<file path="src/rtl/fb_write_arbiter_if.sv">
// Framebuffer write-port bundle: two requester handshakes, clear control and the framebuffer write outputs.
// master = pixel/clear sources, slave = the arbiter.
interface fb_write_arbiter_if #(
    parameter int DROP_W = 16
);
    logic              req0_valid;
    logic [10:0]       req0_x;
    logic [10:0]       req0_y;
    logic [7:0]        req0_color;
    logic              req0_ready;
    logic              req1_valid;
    logic [10:0]       req1_x;
    logic [10:0]       req1_y;
    logic [7:0]        req1_color;
    logic              req1_ready;
    logic              clear_start;
    logic [7:0]        clear_color;
    logic              clear_busy;
    logic [10:0]       x;
    logic [10:0]       y;
    logic [7:0]        VGA_Cin;
    logic              pixel_write;
    logic [DROP_W-1:0] drop_count;

    modport master (
        output req0_valid, req0_x, req0_y, req0_color,
        output req1_valid, req1_x, req1_y, req1_color,
        output clear_start, clear_color,
        input  req0_ready, req1_ready, clear_busy,
        input  x, y, VGA_Cin, pixel_write, drop_count
    );

    modport slave (
        input  req0_valid, req0_x, req0_y, req0_color,
        input  req1_valid, req1_x, req1_y, req1_color,
        input  clear_start, clear_color,
        output req0_ready, req1_ready, clear_busy,
        output x, y, VGA_Cin, pixel_write, drop_count
    );
endinterface

</file>
<file path="src/rtl/fb_write_arbiter.sv">
// Round-robin arbiter for the framebuffer write port with range check and drop counter.
// Define FB_CLEAR_EN to compile in the full-screen clear engine.
module fb_write_arbiter #(
    parameter int H_PIXELS = 640,
    parameter int V_PIXELS = 480,
    parameter int DROP_W   = 16
) (
    input  logic                CLOCK_50,
    input  logic                reset,
    fb_write_arbiter_if.slave   bus
);
    localparam logic [10:0] H_LIM  = 11'(H_PIXELS);
    localparam logic [10:0] V_LIM  = 11'(V_PIXELS);
    localparam logic [10:0] H_LAST = 11'(H_PIXELS - 1);
    localparam logic [10:0] V_LAST = 11'(V_PIXELS - 1);

    logic [10:0]       r_x;
    logic [10:0]       r_y;
    logic [7:0]        r_color;
    logic              r_pixel_write;
    logic [DROP_W-1:0] r_drop;
    logic              r_last_grant;

    logic              w_block;
    logic              w_grant0;
    logic              w_grant1;
    logic              w_xfer;
    logic [10:0]       w_sel_x;
    logic [10:0]       w_sel_y;
    logic [7:0]        w_sel_color;
    logic              w_in_range;

`ifdef FB_CLEAR_EN
    typedef enum logic {S_IDLE, S_CLEAR} state_t;
    state_t      r_state;
    logic [10:0] r_cx;
    logic [10:0] r_cy;
    logic [7:0]  r_fill;

    // A pending clear_start outranks any requester in the same cycle.
    assign w_block         = reset | (r_state != S_IDLE) | bus.clear_start;
    assign bus.clear_busy  = (r_state == S_CLEAR);
`else
    logic w_unused_clear;
    assign w_unused_clear  = &{1'b0, bus.clear_start, bus.clear_color};
    assign w_block         = reset;
    assign bus.clear_busy  = 1'b0;
`endif

    // On a tie, the requester that did not win last time is granted.
    assign w_grant0    = !w_block && bus.req0_valid && (!bus.req1_valid || r_last_grant);
    assign w_grant1    = !w_block && bus.req1_valid && (!bus.req0_valid || !r_last_grant);
    assign w_xfer      = w_grant0 | w_grant1;
    assign w_sel_x     = w_grant1 ? bus.req1_x     : bus.req0_x;
    assign w_sel_y     = w_grant1 ? bus.req1_y     : bus.req0_y;
    assign w_sel_color = w_grant1 ? bus.req1_color : bus.req0_color;
    assign w_in_range  = (w_sel_x < H_LIM) && (w_sel_y < V_LIM);

    assign bus.req0_ready  = w_grant0;
    assign bus.req1_ready  = w_grant1;
    assign bus.x           = r_x;
    assign bus.y           = r_y;
    assign bus.VGA_Cin     = r_color;
    assign bus.pixel_write = r_pixel_write;
    assign bus.drop_count  = r_drop;

    always_ff @(posedge CLOCK_50 or posedge reset) begin
        if (reset) begin
            r_x           <= '0;
            r_y           <= '0;
            r_color       <= '0;
            r_pixel_write <= 1'b0;
            r_drop        <= '0;
            r_last_grant  <= 1'b1;
`ifdef FB_CLEAR_EN
            r_state       <= S_IDLE;
            r_cx          <= '0;
            r_cy          <= '0;
            r_fill        <= '0;
`endif
        end else begin
            r_pixel_write <= 1'b0;
`ifdef FB_CLEAR_EN
            if (r_state == S_CLEAR) begin
                r_x           <= r_cx;
                r_y           <= r_cy;
                r_color       <= r_fill;
                r_pixel_write <= 1'b1;
                if (r_cx == H_LAST) begin
                    r_cx <= '0;
                    if (r_cy == V_LAST) begin
                        r_cy    <= '0;
                        r_state <= S_IDLE;
                    end else begin
                        r_cy <= r_cy + 11'd1;
                    end
                end else begin
                    r_cx <= r_cx + 11'd1;
                end
            end else if (bus.clear_start) begin
                r_state <= S_CLEAR;
                r_fill  <= bus.clear_color;
                r_cx    <= '0;
                r_cy    <= '0;
            end else
`endif
            if (w_xfer) begin
                r_last_grant <= w_grant1;
                if (w_in_range) begin
                    r_x           <= w_sel_x;
                    r_y           <= w_sel_y;
                    r_color       <= w_sel_color;
                    r_pixel_write <= 1'b1;
                end else if (r_drop != {DROP_W{1'b1}}) begin
                    r_drop <= r_drop + 1'b1;
                end
            end
        end
    end
endmodule

</file>
<file path="src/flat_wrapper.sv">
// flat-port wrapper written by rule: the top's interface ports become plain ports
module fb_write_arbiter_flat 
#(
    parameter int H_PIXELS = 640,
    parameter int V_PIXELS = 480,
    parameter int DROP_W   = 16
)
  (CLOCK_50, reset, bus_req0_valid, bus_req0_x, bus_req0_y, bus_req0_color, bus_req1_valid, bus_req1_x, bus_req1_y, bus_req1_color, bus_clear_start, bus_clear_color, bus_req0_ready, bus_req1_ready, bus_clear_busy, bus_x, bus_y, bus_VGA_Cin, bus_pixel_write, bus_drop_count);
  fb_write_arbiter_if #(.DROP_W(DROP_W)) bus_i ();
  input  logic CLOCK_50;
  input  logic reset;
  input wire logic [$bits(bus_i.req0_valid)-1:0] bus_req0_valid;
  input wire logic [$bits(bus_i.req0_x)-1:0] bus_req0_x;
  input wire logic [$bits(bus_i.req0_y)-1:0] bus_req0_y;
  input wire logic [$bits(bus_i.req0_color)-1:0] bus_req0_color;
  input wire logic [$bits(bus_i.req1_valid)-1:0] bus_req1_valid;
  input wire logic [$bits(bus_i.req1_x)-1:0] bus_req1_x;
  input wire logic [$bits(bus_i.req1_y)-1:0] bus_req1_y;
  input wire logic [$bits(bus_i.req1_color)-1:0] bus_req1_color;
  input wire logic [$bits(bus_i.clear_start)-1:0] bus_clear_start;
  input wire logic [$bits(bus_i.clear_color)-1:0] bus_clear_color;
  output wire logic [$bits(bus_i.req0_ready)-1:0] bus_req0_ready;
  output wire logic [$bits(bus_i.req1_ready)-1:0] bus_req1_ready;
  output wire logic [$bits(bus_i.clear_busy)-1:0] bus_clear_busy;
  output wire logic [$bits(bus_i.x)-1:0] bus_x;
  output wire logic [$bits(bus_i.y)-1:0] bus_y;
  output wire logic [$bits(bus_i.VGA_Cin)-1:0] bus_VGA_Cin;
  output wire logic [$bits(bus_i.pixel_write)-1:0] bus_pixel_write;
  output wire logic [$bits(bus_i.drop_count)-1:0] bus_drop_count;
  assign bus_i.req0_valid = bus_req0_valid;
  assign bus_i.req0_x = bus_req0_x;
  assign bus_i.req0_y = bus_req0_y;
  assign bus_i.req0_color = bus_req0_color;
  assign bus_i.req1_valid = bus_req1_valid;
  assign bus_i.req1_x = bus_req1_x;
  assign bus_i.req1_y = bus_req1_y;
  assign bus_i.req1_color = bus_req1_color;
  assign bus_i.clear_start = bus_clear_start;
  assign bus_i.clear_color = bus_clear_color;
  assign bus_req0_ready = bus_i.req0_ready;
  assign bus_req1_ready = bus_i.req1_ready;
  assign bus_clear_busy = bus_i.clear_busy;
  assign bus_x = bus_i.x;
  assign bus_y = bus_i.y;
  assign bus_VGA_Cin = bus_i.VGA_Cin;
  assign bus_pixel_write = bus_i.pixel_write;
  assign bus_drop_count = bus_i.drop_count;
  fb_write_arbiter #(.H_PIXELS(H_PIXELS), .V_PIXELS(V_PIXELS), .DROP_W(DROP_W)) u_core (.CLOCK_50(CLOCK_50), .reset(reset), .bus(bus_i));
endmodule
</file>
<file path="config.mk">
export PLATFORM = sky130hd
export DESIGN_NAME = fb_write_arbiter_flat
export DESIGN_NICKNAME = d
export VERILOG_FILES = /design/src/rtl/fb_write_arbiter_if.sv /design/src/rtl/fb_write_arbiter.sv /design/src/flat_wrapper.sv
export SDC_FILE = /design/constraint.sdc
export NUM_CORES = 1
export LEC_CHECK = 0
export ABC_AREA = 1
export CAP_MARGIN = 20
export CORE_MARGIN = 10
export CORE_UTILIZATION = 46
export CTS_CLUSTER_DIAMETER = 60
export DETAILED_ROUTE_END_ITERATION = 12
export PLACE_DENSITY = 0.84
export SYNTH_ARGS = -nofsm -noshare
export SYNTH_HDL_FRONTEND = slang
export SYNTH_SLANG_ARGS = --single-unit
</file>
<file path="constraint.sdc">
create_clock -name CLOCK_50 -period 4.2 [get_ports CLOCK_50]
set_input_delay 1.05 -clock CLOCK_50 [delete_from_list [all_inputs] [get_ports CLOCK_50]]
set_output_delay 1.05 -clock CLOCK_50 [all_outputs]
set_load 0.05 [all_outputs]
</file>
==> impl_metrics.json <==
{
  "status": "complete, no violations",
  "initial_core_util_pct": 48.0,
  "io_buffers": 112,
  "power.density_nw_per_um2": 480,
  "drt-total-wl_mm": 8.46,
  "areaGrowthSynthToFinish_pct": 43.7,
  "nNetsFinal": 582,
  "clk_pin_slew_ns": 0.09,
  "die_w_um": 99.1,
  "path_max_fanout": 4,
  "ios": 123,
  "maxCapViolations": 0,
  "worst_slew_pin_slew_ns": 0.610,
  "via_per_inst": 5.06,
  "ir_drop_mv": 0.307,
  "yosysMostFrequentCell": "nand2_1",
  "grt_use_total_pct": 16.7,
  "max_freq_ghz": 0.270,
  "layout_min_cycle_time_ns": 3.70,
  "vias": 2956,
  "first_pass_iters": 4,
  "syn-num-nets": 478,
  "core_um2": 5990,
  "skew_ns": 0.0147,
  "dp_slack_ns": 0.493,
  "final-setup-viol-count": 0,
  "ys_types": 30,
  "root_buffer": "clkbuf_8",
  "end_kind": "output port",
  "dieHeight_um": 99.1,
  "die_area_um2": 9820,
  "antenna_found_initial": 0,
  "cp.required_ns": 3.15,
  "min_period_over_period_pct": 88.1,
  "syn-cell-area_um2": 2880,
  "n_fill_cell": 547,
  "synth_area_leaders": "dfrtp_1 41%, nand2_1 25%, nand4_1 6.1%",
  "ant_nets": 0,
  "placementRows": 28,
  "grt-ovfl-total": 0,
  "grt_start_max_net_pins": 49,
  "gp_congestion": 0.861,
  "grt_setup_unrepaired": "no",
  "post_cts_resized": 0,
  "hold_viol_final": 0,
  "synthCells": 404,
  "diodes": 0,
  "hpwlAfterDp_mm": 6.58,
  "grt_pass1_wl_mm": 13.9,
  "maxSlewViolCount": 0,
  "cp-start-kind": "input port",
  "cts_hold_buf": 0,
  "ys.flop_type": "dfrtp_1",
  "finalWorstSetupSlack_ns": 0.501,
  "cts_buffer_depth": 2,
  "grt_pass1_vias": 2982,
  "drive_gt1_share_pct": 5.70,
  "numCtsBuffers": 5,
  "synth.avg_cell_area_um2": 7.12,
  "routedWlPerCell_um": 14.5,
  "synth_common_cells": "192 x nand2_1, 47 x dfrtp_1, 33 x nand3_1",
  "r2r_slack_ns": 1.74,
  "seq_area_frac_synth_pct": 41.8,
  "synth_edf_count": 0,
  "cts_sinks": 48,
  "slew_headroom_pct": 59.2,
  "yosysWarningCount": 0,
  "post_cts_buffers": 0,
  "leakage_nw": 2.05,
  "htree_levels": 2,
  "async_flop_share_pct": 100,
  "critPathKind": "in -> out",
  "power_mw": 1.98,
  "drc": 0,
  "synth_top_area_share_pct": 40.9,
  "ys_ff_latch": 48,
  "min_path_type": "reg -> reg",
  "crit_arrival_ns": 2.65,
  "drt_iter0_drc": 93,
  "clock_latency_ns": 0.30,
  "setup_tns_ns": 0,
  "cts_tree": "done",
  "post-synth-top-area-cell": "dfrtp_1"
}
## cell type report
type                    instances  area, um^2  share of cell area (%)
multi-input cells             304        1430                    34.6
clock inverters                 3        46.3                    1.12
repair buffers                118        1180                    28.5
clock buffers                   5        68.8                    1.67
inverters                      31         116                    2.82
well taps                      75        93.8                    2.27
flip-flops and latches         48        1200                    29.1
## cell usage in the layout, fill, tap and decap left out, types with 5 or more instances in the layout
| master | netlist | layout |
|---|---|---|
| xor2_1 | 7 | 7 |
| nand3_1 | 33 | 33 |
| nand4_1 | 28 | 28 |
| buf_4 | 4 | 6 |
| clkbuf_8 | 0 | 5 |
| xnor2_1 | 7 | 7 |
| dfrtp_1 | 47 | 47 |
| nand2_1 | 192 | 192 |
| inv_1 | 28 | 28 |
| clkdlybuf4s50_1 | 0 | 111 |
| nor2_1 | 17 | 17 |
## registers in the layout (all words and copies together), names as in the netlist
name / cells
u_core.bus.drop_count: 16
u_core.bus.x: 11
u_core.bus.y: 11
u_core.bus.VGA_Cin: 8
u_core.bus.pixel_write: 1
u_core.r_last_grant: 1
## where the power goes
group / internal (mW) / switching (mW)
logic: 0.330 / 0.648
registers: 0.578 / 0.0874
clock network: 0.179 / 0.161
total: 1.09 / 0.897
## stage by stage
| stage | area [um^2] | hold slack (ns) | util [%] | instances |
|---|---|---|---|---|
| 2_1_floorplan | 2880 | 0.484 | - | 404 |
| 3_3_place_gp | 4020 | 0.462 | 67.1 | 576 |
| 3_5_place_dp | 4020 | 0.466 | 67.1 | 576 |
| 4_1_cts | 4130 | 0.491 | 69.0 | 584 |
| 5_1_grt | 4130 | 0.510 | 69.0 | 584 |
| 6_report | 4130 | 0.488 | 69.0 | 584 |
## worst paths after layout
kind | endpoint | depth (start not counted) | start
min | u_core.bus.VGA_Cin[3] | 2 | u_core.bus.VGA_Cin[3]
max | bus_req0_ready | 3 | reset
max reg2reg | u_core.bus.x[10] | 9 | u_core.r_last_grant
min in group asynchronous | u_core.bus.y[1] | 3 | reset
min reg2reg | u_core.bus.VGA_Cin[3] | 2 | u_core.bus.VGA_Cin[3]
max in group asynchronous | u_core.bus.drop_count[15] | 3 | reset
## worst max-delay path, stage by stage
cell             delay (ns)
clkdlybuf4s50_1        0.49
a211oi_1               0.26
clkdlybuf4s50_1        0.85
## logic make-up after synthesis
family,Yosys count,share of synthesized area (%)
simple gates,284,43.7
buf+inv,52,8.66
flops,48,41.8
xor+xnor,14,4.26
compound gates,4,1.00
fa+ha+maj,1,0.435
other cells,1,0.130
## metal layers
metal / vias to the layer above / GRT usage, % / share of wire, %
li1: 1484 / - / -
met1: 1359 / 18.3 / 40
met2: 102 / 28.8 / 50
met3: 11 / 7.19 / 9.1
met4: 0 / 4.08 / 1.4
met5: - / 0 / 0
(Power assumes the default switching activity.)
